--- config.mk ---
export PLATFORM = sky130hd
export DESIGN_NAME = full_adder
export DESIGN_NICKNAME = d
export VERILOG_FILES = /design/src/rtl/full_adder_pkg.sv /design/src/rtl/full_adder_cell.sv /design/src/rtl/full_adder.sv
export SDC_FILE = /design/constraint.sdc
export NUM_CORES = 1
export LEC_CHECK = 0
export ABC_AREA = 0
export ABC_CLOCK_PERIOD_IN_PS = 1650
export BUFFER_PORTS_ARGS = -buffer_cell sky130_fd_sc_hd__buf_2
export CORE_AREA = 2 2 39 41
export CTS_BUF_LIST = sky130_fd_sc_hd__clkbuf_2
export DETAILED_ROUTE_END_ITERATION = 12
export DIE_AREA = 0 0 41 43
export PLACE_DENSITY_LB_ADDON = 0.05
export SYNTH_ARGS = -nofsm -noshare
export SYNTH_HDL_FRONTEND = slang
export SYNTH_SLANG_ARGS = --single-unit
--- constraint.sdc ---
create_clock -name clk -period 1.65 [get_ports clk]
set_input_delay 0.33 -clock clk [delete_from_list [all_inputs] [get_ports clk]]
set_output_delay 0.33 -clock clk [all_outputs]
set_load 0.02 [all_outputs]
--- src/rtl/full_adder_pkg.sv ---
// Bit-level full-adder equations shared by the adder cell.
package full_adder_pkg;

  function automatic logic fa_sum(input logic a, input logic b, input logic c);
    return a ^ b ^ c;
  endfunction

  function automatic logic fa_carry(input logic a, input logic b, input logic c);
    return (a & b) | (c & (a ^ b));
  endfunction

endpackage

--- src/rtl/full_adder_cell.sv ---
// One-bit combinational full adder cell; the ripple chain is built from these.
module full_adder_cell
  import full_adder_pkg::*;
(
  input  logic a,
  input  logic b,
  input  logic cin,
  output logic s,
  output logic cout
);

  assign s    = fa_sum(a, b, cin);
  assign cout = fa_carry(a, b, cin);

endmodule

--- src/rtl/full_adder.sv ---
// WIDTH-bit ripple-carry adder with combinational sum/carry/overflow and a
// registered copy captured on enable.
module full_adder #(
  parameter int WIDTH = 1
) (
  input  logic             clk,
  input  logic             rst,
  input  logic [WIDTH-1:0] A,
  input  logic [WIDTH-1:0] B,
  input  logic             C_in,
  input  logic             en,
  output logic [WIDTH-1:0] S,
  output logic             C_out,
  output logic             ovf,
  output logic [WIDTH-1:0] S_q,
  output logic             C_out_q,
  output logic             ovf_q
);

  logic [WIDTH:0]   w_c;
  logic [WIDTH-1:0] w_s;
  logic [WIDTH-1:0] r_s;
  logic             r_cout;
  logic             r_ovf;

  assign w_c[0] = C_in;

  for (genvar i = 0; i < WIDTH; i++) begin : g_cell
    full_adder_cell u_cell (
      .a    (A[i]),
      .b    (B[i]),
      .cin  (w_c[i]),
      .s    (w_s[i]),
      .cout (w_c[i+1])
    );
  end

  // Signed overflow: carry into the MSB differs from carry out of it.
  assign S     = w_s;
  assign C_out = w_c[WIDTH];
  assign ovf   = w_c[WIDTH] ^ w_c[WIDTH-1];

  // Output capture register; reset wins over enable.
  always_ff @(posedge clk) begin
    if (rst) begin
      r_s    <= '0;
      r_cout <= 1'b0;
      r_ovf  <= 1'b0;
    end else if (en) begin
      r_s    <= w_s;
      r_cout <= w_c[WIDTH];
      r_ovf  <= w_c[WIDTH] ^ w_c[WIDTH-1];
    end else begin
      r_s    <= r_s;
      r_cout <= r_cout;
      r_ovf  <= r_ovf;
    end
  end

  assign S_q     = r_s;
  assign C_out_q = r_cout;
  assign ovf_q   = r_ovf;

endmodule

==> metrics.yaml <==
floorplan:
  die_area_sq_mm: 0.001763
  coreArea_sq_mm: 0.001384
  die-height_um: 43
  die_width_um: 41
  io_pins: 12
  std_cell_rows: 14
  start_util: 0.09855
yosys:
  synth_fa_ha_area_frac: 0.1468
  postSynthAreaPerCell_sq_um: 11.37
  syn_inst: 12
  synth_seq_area_share: 0.4404
  synth_fp_nets: 19
  yosys.area_share.xor_xnor: 0.06422
  synth_edf_count: 0
  synth_compound_area_frac: 0.09174
  netlist_top_cells_area: "dfxtp_1, fa_1, mux2i_1"
  synth_top_family_by_area: "adder cells"
  synth_area_leader_cell: "dfxtp_1"
  synth.area.mux_share: 0.1468
  ys_async_sr_fraction: 0
  synth_common_cells: "dfxtp_1, nor2_1, mux2i_1"
  synthFlopType: "dfxtp_1"
  ys_ff_latch: 3
  yosys.area_share.simple: 0.08257
  synthesis.area_sq_um: 136.4
  ys_types: 7
  ys_warn_count: 0
  netlist.area_leader.share: 0.4404
routing:
  num_vias: 146
  vias_per_cell: 3.174
  wire_per_inst_um: 8.391
  routed_wl_um: 386
  drtIter0Drc: 0
  postRouteAntennaNets: 0
  remaining_drc_errors: 0
  dr.pass1.iters: 1
clock_tree:
  ctsRootBufferMaster: "clkbuf_2"
  cts.sinks: 3
  holdBufCountCts: 0
  clk_latency_ns: 0.21
  cts_inserted_buffers: 3
  clock_path_buffers: 2
  cts_tree: "done"
  htreeDepth: 1
  path_clk_slew_ns: 0.04
sta:
  fmax_mhz: 637.9
  slew_headroom: 0.9187
  finClkSkew_ns: 0
  drv_slew: 0
  rsz0062_at_grt: "no"
  setup-tns-final_ns: 0
  worst_pin_slew_ns: 0.1185
  fin_crit_sh: 0.9501
  min_period_ns: 1.568
  setup_viol: 0
  finalHoldViolations: 0
worst_setup_path:
  path_max_fanout: 2
  required_ns: 1.32
  cp_cell_sequence: "buf_2 > fa_2 > xnor2_2 > inv_1 > buf_2"
  cp_num_cells: 5
  crit_type: "in -> out"
  start_kind: "primary input"
  cpMostUsedCell: "buf_2"
  cp.arrival_ns: 1.24
  cp_slowest_cell: "fa_2"
  timing.critical_path.buf_inv: 3
  cp-end-kind: "output port"
  crit_family: "adder cells"
  rrSetupSlack_ns: 1.04
  slowest_delay_ns: 0.41
  rr_worst_depth: 2
power:
  power.density_mw_per_mm2: 1011
  leakagePower_uw: 0.0001411
  ir_drop_mv: 0.2256
  report.power.total_uw: 267.0
placed_design:
  port-buffer-count: 11
  routabilityCongestion: 0.5545
  place_area_sq_um: 226.5
  dp_cells: 41
global_route:
  grt_pass1_vias: 139
  track_usage: 0.05622
  grt_pass1_wl_um: 545
  grt-ovfl-total: 0
  grt_max_degree: 5
  antenna_found_initial: 0
final_layout:
  postLayoutCellArea_sq_um: 264.0
  area_growth_pct: 93.58
  final_layout_size_suffix_gt1_frac: 0.7000
  seq_area_sq_um: 60.06
  multi_input_area_sq_um: 82.58
  diodes: 0
  fin_util: 0.1908
  fin_nets: 38
  stdcell_count: 46
  num-fill-cells: 155
status:
  outcome: "finished, final reports clean"
hold_path:
  min-delay-path-class: "in -> reg"
  hold_depth: 2
run:
  cap_violations: 0
[repair_timing]
action / 4_1_cts / 5_1_grt
setup endpoints to repair: 1 / 1
pin swaps: 1 / 1
buffers inserted: 0 / 1
resized for setup: 1 / 1
[path summary, 6_finish.rpt]
path               from  endpoint
hold / removal      rst     ovf_q
setup / recovery      A       ovf
setup reg to reg  ovf_q     ovf_q
hold reg to reg     S_q       S_q
[per-layer routing]
| layer | global-route usage | share of wire |
|---|---|---|
| met3 | 0.03141 | 0.14 |
| met4 | 0.1000 | 0.010 |
| met5 | 0 | 0 |
| met2 | 0.05625 | 0.42 |
| met1 | 0.05466 | 0.42 |
[placed cells by master (no fill, tap or decap)]
cell type,n
clkbuf_2,4
fa_2,1
a211oi_2,1
buf_2,11
xnor2_2,1
inv_1,1
mux2i_1,2
buf_4,3
nor2_1,3
dfxtp_1,3
[power breakdown]
group | internal (uW) | switching (uW)
combinational | 37.6 | 43.1
sequential | 78.8 | 2.60
clock | 64.0 | 41.0
total | 180 | 86.6
[final cells by class]
type	count	share of cell area
tap	16	0.07583
timing repair buffer	14	0.2938
inverter	1	0.01422
sequential	3	0.2275
clock buffer	4	0.07583
multi-input combinational	8	0.3128
[cells by family after synthesis]
logic type | after synthesis
AO/OA/AOI/OAI | 1
XOR/XNOR | 1
adder cells (fa/ha/maj) | 1
buffers and inverters | 1
flip-flops | 3
multiplexers | 2
AND/OR/NAND/NOR | 3
[flip-flops by register name, indices dropped and copies added (netlist names)]
name     flops
ovf_q        1
C_out_q      1
S_q          1
[per-stage QoR]
step | setup slack (ns) | hold slack [ns]
floorplan | 0.03577 | 0.3946
global placement | -0.01212 | 0.4853
detailed placement | -0.03607 | 0.4805
CTS | 0.009442 | 0.3080
global route | 0.05344 | 0.3205
finish | 0.08230 | 0.3252
[worst reg2reg max path: stages (launching register included)]
cell and delay, ns:
dfxtp_1 0.31, nor2_1 0.05, a211oi_2 0.17
Note: power is estimated with default switching activity, not from simulation.
